**src/rtl/vco_fll_ctrl.sv**
```systemverilog
// Frequency-locked-loop controller for the ring VCO: counts synchronized VCO edges over a
// fixed clk window, binary-searches the DAC code, then tracks the target and reports lock.
module vco_fll_ctrl #(
  parameter int CODE_W        = 6,
  parameter int CNT_W         = 8,
  parameter int GATE_CYCLES   = 256,
  parameter int KICK_CYCLES   = 16,
  parameter int SETTLE_CYCLES = 8,
  parameter int LOCK_TOL      = 1,
  parameter int LOCK_HITS     = 4
) (
  input  logic              clk,
  input  logic              rst_n,
  input  logic              en,
  input  logic              start,
  input  logic              vco_in,
  input  logic [CNT_W-1:0]  target,
  output logic [CODE_W-1:0] ctrl_code,
  output logic              vstart,
  output logic [CNT_W-1:0]  meas_count,
  output logic              busy,
  output logic              locked
);

  localparam int TMR_W = $clog2(GATE_CYCLES + KICK_CYCLES + SETTLE_CYCLES + 1);
  localparam int HIT_W = $clog2(LOCK_HITS + 1);
  localparam int BIT_W = (CODE_W > 1) ? $clog2(CODE_W) : 1;
  localparam logic [CODE_W-1:0] CODE_MAX = '1;
  localparam logic [CODE_W-1:0] CODE_MSB = CODE_W'(1) << (CODE_W - 1);

  typedef enum logic [2:0] {
    IDLE,
    KICK,
    SETTLE,
    MEASURE,
    SAR_DECIDE,
    TRACK_DECIDE
  } state_t;

  state_t            state;
  logic [TMR_W-1:0]  timer;
  logic [CNT_W-1:0]  edge_cnt;
  logic [HIT_W-1:0]  hit_cnt;
  logic [BIT_W-1:0]  bit_idx;
  logic              track;

  logic              sync_p0, sync_p1, sync_p2;
  logic              rise;
  logic [CNT_W-1:0]  cnt_next;
  logic [CNT_W:0]    cnt_plus, tgt_plus, cnt_ext, tgt_ext;
  logic              too_slow, too_fast;
  logic [HIT_W-1:0]  hits_inc;

  function automatic logic [CNT_W-1:0] sat_inc_cnt(input logic [CNT_W-1:0] v,
                                                   input logic inc);
    if (inc && (v != '1)) return v + CNT_W'(1);
    return v;
  endfunction

  function automatic logic [CODE_W-1:0] code_up(input logic [CODE_W-1:0] c);
    if (c == CODE_MAX) return c;
    return c + CODE_W'(1);
  endfunction

  function automatic logic [CODE_W-1:0] code_dn(input logic [CODE_W-1:0] c);
    if (c == '0) return c;
    return c - CODE_W'(1);
  endfunction

  // Drop the current trial bit if the VCO ran fast, then try the next lower bit.
  function automatic logic [CODE_W-1:0] sar_next(input logic [CODE_W-1:0] c,
                                                 input logic [BIT_W-1:0]  b,
                                                 input logic              drop);
    logic [CODE_W-1:0] r;
    r = c;
    if (drop) r[b] = 1'b0;
    if (b != '0) r[b - BIT_W'(1)] = 1'b1;
    return r;
  endfunction

  // Stage p0/p1 resynchronize the VCO; p2 holds the previous level for rise detection.
  always_ff @(posedge clk or negedge rst_n) begin
    if (!rst_n) begin
      sync_p0 <= 1'b0;
      sync_p1 <= 1'b0;
      sync_p2 <= 1'b0;
    end else begin
      sync_p0 <= vco_in;
      sync_p1 <= sync_p0;
      sync_p2 <= sync_p1;
    end
  end

  assign rise     = sync_p1 & ~sync_p2;
  assign cnt_next = sat_inc_cnt(edge_cnt, rise);

  // One extra bit keeps target-TOL / target+TOL from wrapping at the range ends.
  assign cnt_ext  = {1'b0, meas_count};
  assign tgt_ext  = {1'b0, target};
  assign cnt_plus = cnt_ext + (CNT_W+1)'(LOCK_TOL);
  assign tgt_plus = tgt_ext + (CNT_W+1)'(LOCK_TOL);
  assign too_slow = cnt_plus < tgt_ext;
  assign too_fast = cnt_ext > tgt_plus;
  assign hits_inc = (hit_cnt == HIT_W'(LOCK_HITS)) ? hit_cnt : hit_cnt + HIT_W'(1);

  assign busy = (state != IDLE);

  always_ff @(posedge clk or negedge rst_n) begin
    if (!rst_n) begin
      state      <= IDLE;
      timer      <= '0;
      edge_cnt   <= '0;
      hit_cnt    <= '0;
      bit_idx    <= '0;
      track      <= 1'b0;
      ctrl_code  <= '0;
      vstart     <= 1'b0;
      meas_count <= '0;
      locked     <= 1'b0;
    end else if (!en) begin
      state     <= IDLE;
      timer     <= '0;
      edge_cnt  <= '0;
      hit_cnt   <= '0;
      bit_idx   <= '0;
      track     <= 1'b0;
      ctrl_code <= '0;
      vstart    <= 1'b0;
      locked    <= 1'b0;
    end else begin
      case (state)
        IDLE: begin
          if (start) begin
            ctrl_code <= '0;
            vstart    <= 1'b1;
            timer     <= '0;
            hit_cnt   <= '0;
            locked    <= 1'b0;
            state     <= KICK;
          end
        end
        KICK: begin
          if (timer == TMR_W'(KICK_CYCLES - 1)) begin
            vstart    <= 1'b0;
            ctrl_code <= CODE_MSB;
            bit_idx   <= BIT_W'(CODE_W - 1);
            track     <= 1'b0;
            timer     <= '0;
            state     <= SETTLE;
          end else begin
            timer <= timer + TMR_W'(1);
          end
        end
        SETTLE: begin
          edge_cnt <= '0;
          if (timer == TMR_W'(SETTLE_CYCLES - 1)) begin
            timer <= '0;
            state <= MEASURE;
          end else begin
            timer <= timer + TMR_W'(1);
          end
        end
        MEASURE: begin
          edge_cnt <= cnt_next;
          if (timer == TMR_W'(GATE_CYCLES - 1)) begin
            meas_count <= cnt_next;
            timer      <= '0;
            state      <= track ? TRACK_DECIDE : SAR_DECIDE;
          end else begin
            timer <= timer + TMR_W'(1);
          end
        end
        SAR_DECIDE: begin
          ctrl_code <= sar_next(ctrl_code, bit_idx, meas_count > target);
          if (bit_idx == '0) track <= 1'b1;
          else               bit_idx <= bit_idx - BIT_W'(1);
          state <= SETTLE;
        end
        TRACK_DECIDE: begin
          if (too_slow) begin
            ctrl_code <= code_up(ctrl_code);
            hit_cnt   <= '0;
            locked    <= 1'b0;
          end else if (too_fast) begin
            ctrl_code <= code_dn(ctrl_code);
            hit_cnt   <= '0;
            locked    <= 1'b0;
          end else begin
            hit_cnt <= hits_inc;
            if (hits_inc == HIT_W'(LOCK_HITS)) locked <= 1'b1;
          end
          state <= SETTLE;
        end
        default: state <= IDLE;
      endcase
    end
  end

endmodule

```
**config.mk**
```make
export PLATFORM = sky130hd
export DESIGN_NAME = vco_fll_ctrl
export DESIGN_NICKNAME = d
export VERILOG_FILES = /design/src/rtl/vco_fll_ctrl.sv
export SDC_FILE = /design/constraint.sdc
export NUM_CORES = 1
export LEC_CHECK = 0
export CORE_ASPECT_RATIO = 0.6
export CORE_MARGIN = 4
export CORE_UTILIZATION = 59
export DETAILED_ROUTE_END_ITERATION = 6
export GPL_TIMING_DRIVEN = 0
export PLACE_DENSITY = 0.82
export SYNTH_ARGS = -nofsm -noshare
export SYNTH_HDL_FRONTEND = slang
export SYNTH_SLANG_ARGS = --single-unit
```
**constraint.sdc**
```tcl
create_clock -name clk -period 4.46 [get_ports clk]
set_clock_uncertainty 0.2 [all_clocks]
set_input_delay 0.892 -clock clk [delete_from_list [all_inputs] [get_ports clk]]
set_output_delay 0.892 -clock clk [all_outputs]
set_load 0.02 [all_outputs]
```
==> results of run 1 <==
[area by class of cell]
class	instances	area share
clock buffer	7	0.0231
sequential	46	0.276
timing repair buffer	30	0.0733
inverter	32	0.0288
clock inverter	1	0.00210
buffer	11	0.0114
tap	80	0.0240
multi-input combinational	340	0.561
[power breakdown]
group	internal [mW]	total, mW	leakage [nW]	switching, mW
Sequential	0.421	0.425	0.627	0.00385
Combinational	0.0450	0.113	1.17	0.0685
Clock	0.142	0.292	0.0544	0.150
[sequential cells by signal (all words and copies together), names as in the netlist]
| signal | flops |
|---|---|
| track | 1 |
| sync_p1 | 1 |
| hit_cnt | 3 |
| bit_idx | 3 |
| sync_p2 | 1 |
| vstart | 1 |
| edge_cnt | 8 |
| timer | 9 |
| locked | 1 |
| meas_count | 8 |
| sync_p0 | 1 |
| state | 3 |
| ctrl_code | 6 |
[routing by layer]
layer  wire length (um)  vias to the layer above  track usage
met5                  0                        -            0
met4                 77                        0       0.0638
met3                488                       10       0.0512
met2               3950                      102        0.386
met1               4450                     1604        0.370
li1                   -                     1626            -
[per-stage QoR]
stage	util	TNS (ns)	power [mW]
floorplan	-	0	0.498
global placement	0.700	-0.175	0.539
detailed placement	0.702	-0.245	0.545
CTS	0.720	0	0.831
global route	0.724	0	0.863
finish	0.724	0	0.831
[cells by family after synthesis]
| kind of cell | count (synthesis) | synth area share |
|---|---|---|
| fa+ha+maj | 39 | 0.136 |
| xor+xnor | 25 | 0.0602 |
| flops | 46 | 0.317 |
| compound gates | 120 | 0.212 |
| buf+inv | 43 | 0.0461 |
| simple gates | 153 | 0.220 |
| mux | 3 | 0.00826 |
[final timing paths]
check | cells past startpoint | endpoint | startpoint | slack [ns]
min in group asynchronous | 1 | bit_idx[1]$_DFFE_PN0P_ | rst_n | 0.21
setup reg to reg | 18 | ctrl_code[5]$_DFFE_PN0P_ | meas_count[2]$_DFFE_PN0P_ | 0.38
hold / removal | 0 | sync_p1$_DFF_PN0_ | sync_p0$_DFF_PN0_ | 0.16
hold reg to reg | 0 | sync_p1$_DFF_PN0_ | sync_p0$_DFF_PN0_ | 0.16
max in group asynchronous | 2 | edge_cnt[2]$_DFFE_PN0P_ | rst_n | 3.39
setup / recovery | 16 | ctrl_code[5]$_DFFE_PN0P_ | target[5] | 0.27
[repair_timing]
action                     4_1_cts  5_1_grt
setup endpoints to repair        0        1
gates resized for setup          0        6
hold buffers                     0        0
hold endpoints to repair         0        0
[layout by cell type (no fill, tap or decap), drive strengths merged, types with 7 or more instances in the layout]
cell / netlist / layout
ha: 38 / 38
clkdlybuf4s50: 0 / 28
nand2b: 13 / 13
nand3: 16 / 16
dfrtp: 46 / 46
xor2: 8 / 8
a21oi: 36 / 36
o21ai: 34 / 34
nor3: 10 / 10
xnor2: 17 / 17
clkbuf: 7 / 14
nor2: 44 / 44
nand2: 30 / 30
inv: 32 / 32
a22o: 7 / 7
nand4: 10 / 10
==> flow_summary.yaml, run 1 <==
logic_synthesis:
  synth_most_common_cell: "dfrtp_1"
  yosysSeqAreaShare: 0.317
  synth_area_leader_cell: "dfrtp_1"
  async_reset_ff_frac: 1.00
  synth-edff-count: 0
  avgSynthCellArea_um2: 8.47
  ys.flop_type: "dfrtp_1"
  syn_inst: 429
  syn-num-nets: 481
  yosys.area.top_type_share: 0.317
  synth_cell_types: 60
  ys_ff_latch: 46
  ys_warn_count: 0
  syn_area_mm2: 0.00363
  yosys-top-cells-count: "dfrtp_1 (46), nor2_1 (43), ha_1 (38)"
  yosys-top-cells-area: "dfrtp_1 (32%), ha_1 (13%), a21oi_1 (4.8%)"
power:
  vdd.ir_drop.worst_v: 0.000139
  p_leak_nw: 1.86
  p_per_area_mw_per_mm2: 199
die:
  initial_core_util: 0.632
  coreArea_mm2: 0.00575
  dieWidth_um: 109
  die_y_um: 68.8
  die-area_mm2: 0.00752
  design.portCount: 30
  row_count: 21
timing:
  setup_viol: 0
  max_freq_mhz: 239
  final.period_utilization: 0.939
  hold_viol_final: 0
  rsz0062_at_grt: "no"
  relSlewSlack: 0.524
  fin_crit_ns: 4.19
  worstMarginPinSlew_ns: 0.707
  finalWorstSetupSlack_ns: 0.272
  hold_slack_ns: 0.155
  drv_slew: 0
placed_design:
  routabilityCongestion: 0.939
  post-place-ws_ns: -0.245
  port_buffers: 29
  place_inst: 539
  dpl.hpwl_um: 6870
  placed_area_mm2: 0.00404
cells_and_area:
  nets: 518
  fillCellCount: 443
  register_area_mm2: 0.00115
  final_area_mm2: 0.00417
  fin_cells: 547
  syn_to_final_growth_pct: 14.7
  diodes: 0
  drive_gt1_frac: 0.0642
  multiInputGateArea_mm2: 0.00234
global_route:
  grt_pass1_vias: 3086
  gr-total-overflow: 0
  track_usage: 0.254
  grt_max_degree: 41
  grt_pass1_wl_um: 15000
  antenna_found_initial: 0
clocking:
  cts_buffer_depth: 2
  cts.htree.levels: 2
  path_clk_slew_ns: 0.09
  worstSkewPairLatency_ns: 0.30
  cts_tree: "built"
  numClockSinks: 46
  cts_made_buffers: 5
  clockRootBuffer: "clkbuf_8"
  cts_setup_buffers: 0
setup_path:
  critPathRequiredTime_ns: 4.48
  cp_top_family: "compound AO/OA/AOI/OAI gates"
  critical_path_arrival_ns: 4.20
  crit_path_cell_trace: "clkdlybuf4s50_1 -> inv_1 -> ha_1 -> a211oi_2 -> nor2_1 -> a311o_2 -> nor2_4 -> inv_1 -> ha_1 -> a211oi_2 -> o21bai_1 -> a21oi_1 -> xnor2_1 -> xnor2_1 -> a21oi_2 -> a221oi_2"
  cp_slowest_cell: "clkdlybuf4s50_1"
  crit_type: "in -> reg"
  cp-end-kind: "flop"
  path_buf_inv: 3
  crit_fanout: 4
  critPathLaunchType: "input pin"
  critPathMaxStageDelay_ns: 0.47
detailed_routing:
  vias: 3342
  drc: 0
  routed_via_density: 6.11
  wl_per_cell_um: 16.4
  ant_nets: 0
  wirelength_um: 8960
  drt_iter0_drc: 338
  firstDrtPassIters: 5
job:
  drv_cap: 0
status:
  outcome: "finished clean"
hold_path:
  holdCritPathClass: "reg -> reg"
No activity file was read; power rests on OpenSTA's default activity.
==> run 2: changes to the inputs <==
Settings changed: ABC_CLOCK_PERIOD_IN_PS set to 4300.
Clock period 4.46 ns to 4.3 ns, I/O delays scaled along.
==> run 2 against run 1 <==
- first-iteration DRC count decreased by 24%
- total power increased by 3.7%
- hold slack about the same
- clock power increased by 3%
- final area increased by 0.48%
- via count increased by 0.30%
- clock-buffer cell count unchanged
- core utilization increased by 0.35 points
- sequential share of layout area decreased by 0.10 points
- largest power group unchanged
==> flow_summary.yaml, run 2 (same netlist as run 1, synthesis figures left out) <==
power:
  p_leak_nw: 1.86
  power_switching_mw: 0.230
  power.internal_mw: 0.631
  combPwrFrac: 0.138
  p_per_area_mw_per_mm2: 206
  p_clk_frac: 0.351
  finalPower_mw: 0.861
  power.share.sequential: 0.512
  switching_share: 0.267
  vdd.ir_drop.worst_v: 0.000145
clocking:
  path_clk_slew_ns: 0.09
  cts_buffer_depth: 2
  cts_tree: "built"
  numClockSinks: 46
  worstSkewPairLatency_ns: 0.31
  cts.htree.levels: 2
  clockRootBuffer: "clkbuf_8"
  cts_made_buffers: 5
cells_and_area:
  syn_to_final_growth_pct: 15.2
  drive_gt1_frac: 0.0705
  layout_commonest_cell: "dfrtp_1"
  fillCellCount: 444
  postLayoutCoreUtil: 0.728
  final_cell_mix: "dfrtp_1 (45), nor2_1 (42), ha_1 (37)"
  largest_reg_flops: 9
  regMostFlops: "timer"
  diodes: 0
  nets: 519
  top_regs: "timer (9), edge_cnt (8), meas_count (8)"
timing:
  fin_crit_ns: 4.10
  worstMarginPinSlew_ns: 0.707
  hold_viol_final: 0
  drv_slew: 0
  hold_slack_ns: 0.155
  setup_tns_ns: 0
  final.period_utilization: 0.952
  max_freq_mhz: 244
  relSlewSlack: 0.524
  setup_viol: 0
setup_path:
  reg2reg_to: "ctrl_code[5]$_DFFE_PN0P_"
  crit_fanout: 5
  critical_path_arrival_ns: 4.11
  critPathLaunchType: "input pin"
  reg2reg_slack_ns: 0.22
  critPathRequiredTime_ns: 4.32
  r2r_cells: 18
  r2r-start: "meas_count[3]$_DFFE_PN0P_"
  crit_type: "in -> reg"
  cp-end-kind: "flop"
hold_path:
  min-delay-start: "sync_p0$_DFF_PN0_"
  holdPathEnd: "sync_p1$_DFF_PN0_"
  holdCritPathClass: "reg -> reg"
  min_path_cells: 0
global_route:
  grt_max_degree: 41
  track_usage: 0.254
  grt_pass1_wl_um: 15000
  gr-total-overflow: 0
  antenna_found_initial: 0
  grt_pass1_vias: 3086
detailed_routing:
  wl_per_cell_um: 16.5
  routed_via_density: 6.12
  vias: 3352
  wirelength_um: 9070
  firstDrtPassIters: 6
  drc: 0
  drt_iter0_drc: 258
  ant_nets: 0
job:
  drv_cap: 0
placed_design:
  routabilityCongestion: 0.939
  dpl.hpwl_um: 6870
  port_buffers: 29
status:
  outcome: "finished clean"
die:
  dieWidth_um: 109
  initial_core_util: 0.632
  die-area_mm2: 0.00752
  coreArea_mm2: 0.00575
  row_count: 21
  design.portCount: 30
  die_y_um: 68.8
-- run 2: worst max-delay path by stage --
stage,cells after the start,start,end
finish,16,target[1],ctrl_code[5]$_DFFE_PN0P_
global route,18,meas_count[3]$_DFFE_PN0P_,ctrl_code[5]$_DFFE_PN0P_
CTS,16,target[5],ctrl_code[5]$_DFFE_PN0P_
detailed placement,16,target[5],ctrl_code[5]$_DFFE_PN0P_
global placement,16,target[5],ctrl_code[5]$_DFFE_PN0P_
floorplan,18,meas_count[2]$_DFFE_PN0P_,ctrl_code[5]$_DFFE_PN0P_
-- run 2: stage by stage --
step | instances | worst slack [ns] | instance area, um^2
final | 548 | 0.205 | 4190
after global routing | 548 | -0.126 | 4190
after CTS | 547 | 0.00558 | 4150
after detailed placement | 539 | -0.373 | 4040
after global placement | 538 | -0.303 | 4030
after floorplan | 429 | 0.397 | 3630
-- run 2: routing by layer --
metal,wire length [um],GRT usage,vias to the layer above
met3,555,0.0512,12
met4,82,0.0638,0
met1,4420,0.370,1593
li1,-,-,1625
met5,0,0,-
met2,4010,0.386,122
-- run 2: power groups by stage --
stage,registers (mW),clock network [mW],logic [mW]
6_report,0.441,0.302,0.119
5_1_grt,0.442,0.322,0.132
4_1_cts,0.441,0.305,0.117
3_5_place_dp,0.450,0,0.116
3_3_place_gp,0.449,0,0.110
2_1_floorplan,0.451,0,0.0661
-- run 2: worst max-delay path, stage by stage --
cell and delay (ns):
clkdlybuf4s50_1 0.61, inv_1 0.10, ha_1 0.28, nor2b_1 0.13, o211ai_1 0.22, a21oi_2 0.16, nor2_4 0.16, inv_2 0.08
ha_1 0.31, a211oi_2 0.25, o21bai_1 0.10, a21oi_1 0.17, xnor2_1 0.10, xnor2_1 0.24, a21oi_2 0.10, a221oi_2 0.23
-- run 2: repair_timing --
action / 4_1_cts / 5_1_grt
pin swaps: 0 / 5
endpoints found under the setup margin: 1 / 1
gates cloned: 0 / 0
hold buffers: 0 / 0
setup buffers: 0 / 1
gates resized for setup: 1 / 8
-- run 2: final cells by class --
class / count / area (um^2) / area share
inverter: 32 / 120 / 0.0287
buffer: 11 / 47.5 / 0.0114
tap: 80 / 100 / 0.0239
multi-input combinational: 340 / 2350 / 0.561
clock inverter: 1 / 8.76 / 0.00209
sequential: 46 / 1150 / 0.275
timing repair buffer: 31 / 313 / 0.0747
clock buffer: 7 / 96.3 / 0.0230
==> run 3: changes to the inputs <==
Settings changed: SKIP_CTS_REPAIR_TIMING set to 1.
==> run 3 against run 2 <==
- core utilization rose by 0.17 points
- first-iteration DRC count rose by 9.3%
- routed wire length rose by 0.64%
- combinational power barely moved
- via count fell by 0.12%
- clock power barely moved
- flip-flop and latch count did not move
- sequential power barely moved
- largest cell class unchanged
- clock-buffer cell count did not move
- critical path depth did not move
- critical endpoint unchanged
- sequential share of layout area barely moved
==> flow_summary.yaml, run 3 (same netlist as run 1, synthesis figures left out) <==
status:
  outcome: "finished clean"
cells_and_area:
  drive_gt1_frac: 0.0768
  syn_to_final_growth_pct: 15.5
  top_regs: "timer (9), edge_cnt (8), meas_count (8)"
  regMostFlops: "timer"
  fin_cells: 549
  layout_commonest_cell: "dfrtp_1"
  final_cell_mix: "dfrtp_1 (44), nor2_1 (42), ha_1 (37)"
  nets: 520
  largest_reg_flops: 9
  diodes: 0
job:
  drv_cap: 0
hold_path:
  holdCritPathClass: "reg -> reg"
  min_path_cells: 0
setup_path:
  critPathLaunchType: "input pin"
  cp.depth: 16
  crit_fanout: 4
  crit_path_cell_trace: "clkdlybuf4s50_1 -> inv_1 -> ha_1 -> o21ai_0 -> nor2_1 -> a311o_2 -> nor2_4 -> inv_2 -> ha_1 -> a211oi_2 -> o21bai_1 -> a21oi_1 -> xnor2_1 -> xnor2_1 -> a21oi_2 -> a221oi_2"
  path_buf_inv: 3
  critPathRequiredTime_ns: 4.32
  cp-end-kind: "flop"
  cp_slowest_cell: "clkdlybuf4s50_1"
  r2r_cells: 17
  critical_path_arrival_ns: 4.14
  crit_type: "in -> reg"
  cp_top_family: "compound AO/OA/AOI/OAI gates"
  critPathMaxStageDelay_ns: 0.50
die:
  row_count: 21
  dieWidth_um: 109
  die-area_mm2: 0.00752
  design.portCount: 30
  coreArea_mm2: 0.00575
  initial_core_util: 0.632
  die_y_um: 68.8
placed_design:
  routabilityCongestion: 0.939
  place_inst: 539
  dpl.hpwl_um: 6870
  port_buffers: 29
clocking:
  cts_made_buffers: 5
  cts.htree.levels: 2
  numClockSinks: 46
  cts_buffer_depth: 2
  clockRootBuffer: "clkbuf_8"
  cts_tree: "built"
  path_clk_slew_ns: 0.09
  worstSkewPairLatency_ns: 0.31
timing:
  hold_viol_final: 0
  setup_viol: 0
  relSlewSlack: 0.523
  fin_crit_ns: 4.12
  hold_slack_ns: 0.155
  drv_slew: 0
  worstMarginPinSlew_ns: 0.708
  max_freq_mhz: 243
  final.period_utilization: 0.958
detailed_routing:
  vias: 3348
  drt_iter0_drc: 282
  wirelength_um: 9130
  routed_via_density: 6.10
  drc: 0
  wl_per_cell_um: 16.6
  firstDrtPassIters: 6
  ant_nets: 0
global_route:
  grt_pass1_vias: 3086
  gr-total-overflow: 0
  grt_pass1_wl_um: 15000
  grt_max_degree: 41
  antenna_found_initial: 0
  track_usage: 0.254
power:
  vdd.ir_drop.worst_v: 0.000144
  p_per_area_mw_per_mm2: 205
  combPwrFrac: 0.138
  power.share.sequential: 0.511
  power.internal_mw: 0.631
  finalPower_mw: 0.862
  switching_share: 0.268
  p_clk_frac: 0.351
  p_leak_nw: 1.86
  power_switching_mw: 0.231
[run 3: changes by cell type in the layout (fill, tap and decap cells not counted)]
cell / change
a311o_1: -1
a311o_2: +1
buf_4: +1
dfrtp_1: -1
dfrtp_2: +1
o21ai_0: +1
o21ai_1: -1
[run 3: final timing paths]
| kind | endpoint | start | slack [ns] |
|---|---|---|---|
| setup / recovery | ctrl_code[5]$_DFFE_PN0P_ | target[6] | 0.18 |
| hold / removal | sync_p1$_DFF_PN0_ | sync_p0$_DFF_PN0_ | 0.15 |
| setup reg to reg | ctrl_code[5]$_DFFE_PN0P_ | meas_count[1]$_DFFE_PN0P_ | 0.28 |
| hold reg to reg | sync_p1$_DFF_PN0_ | sync_p0$_DFF_PN0_ | 0.15 |
| max in group asynchronous | meas_count[2]$_DFFE_PN0P_ | rst_n | 3.25 |
| min in group asynchronous | bit_idx[1]$_DFFE_PN0P_ | rst_n | 0.18 |
[run 3: final cells by class]
type                            count  area, um^2
Sequential cell                    46        1150
Multi-Input combinational cell    340        2350
Inverter                           32         120
Clock buffer                        7        96.3
Timing Repair Buffer               32         320
Tap cell                           80         100
Buffer                             11        47.5
Clock inverter                      1        8.76
Fill cell                         438        1560
[run 3: power by group through the flow]
stage | sequential, mW | combinational [mW] | clock, mW
after floorplan | 0.451 | 0.0661 | 0
after global placement | 0.449 | 0.110 | 0
after detailed placement | 0.450 | 0.116 | 0
after CTS | 0.441 | 0.117 | 0.305
after global routing | 0.442 | 0.132 | 0.322
final | 0.441 | 0.119 | 0.302
[run 3: per-stage QoR]
step / utilization / worst slack, ns / setup TNS, ns / area, um^2
after global placement: 0.700 / -0.303 / -0.303 / 4030
after floorplan: - / 0.397 / 0 / 3630
after global routing: 0.730 / -0.0668 / -0.0668 / 4200
after CTS: 0.720 / -0.0793 / -0.0793 / 4150
after detailed placement: 0.702 / -0.373 / -0.373 / 4040
final: 0.730 / 0.183 / 0 / 4200
[run 3: worst register-to-register path, cell delays in order, from the launching register on]
cell and delay [ns]:
dfrtp_1 0.51, ha_1 0.31, nand4_1 0.13, xnor2_1 0.16
ha_1 0.29, o21ai_0 0.18, nor2_1 0.07, a311o_2 0.36
nor2_4 0.15, inv_2 0.07, ha_1 0.31, a211oi_2 0.26
o21bai_1 0.10, a21oi_1 0.17, xnor2_1 0.10, xnor2_1 0.24
a21oi_2 0.09, a221oi_2 0.23
[run 3: per-layer routing]
layer / vias up / track usage / wire [um]
met5: - / 0 / 0
met4: 0 / 0.0638 / 98
met3: 13 / 0.0512 / 549
met2: 111 / 0.386 / 3990
met1: 1595 / 0.370 / 4490
li1: 1629 / - / -
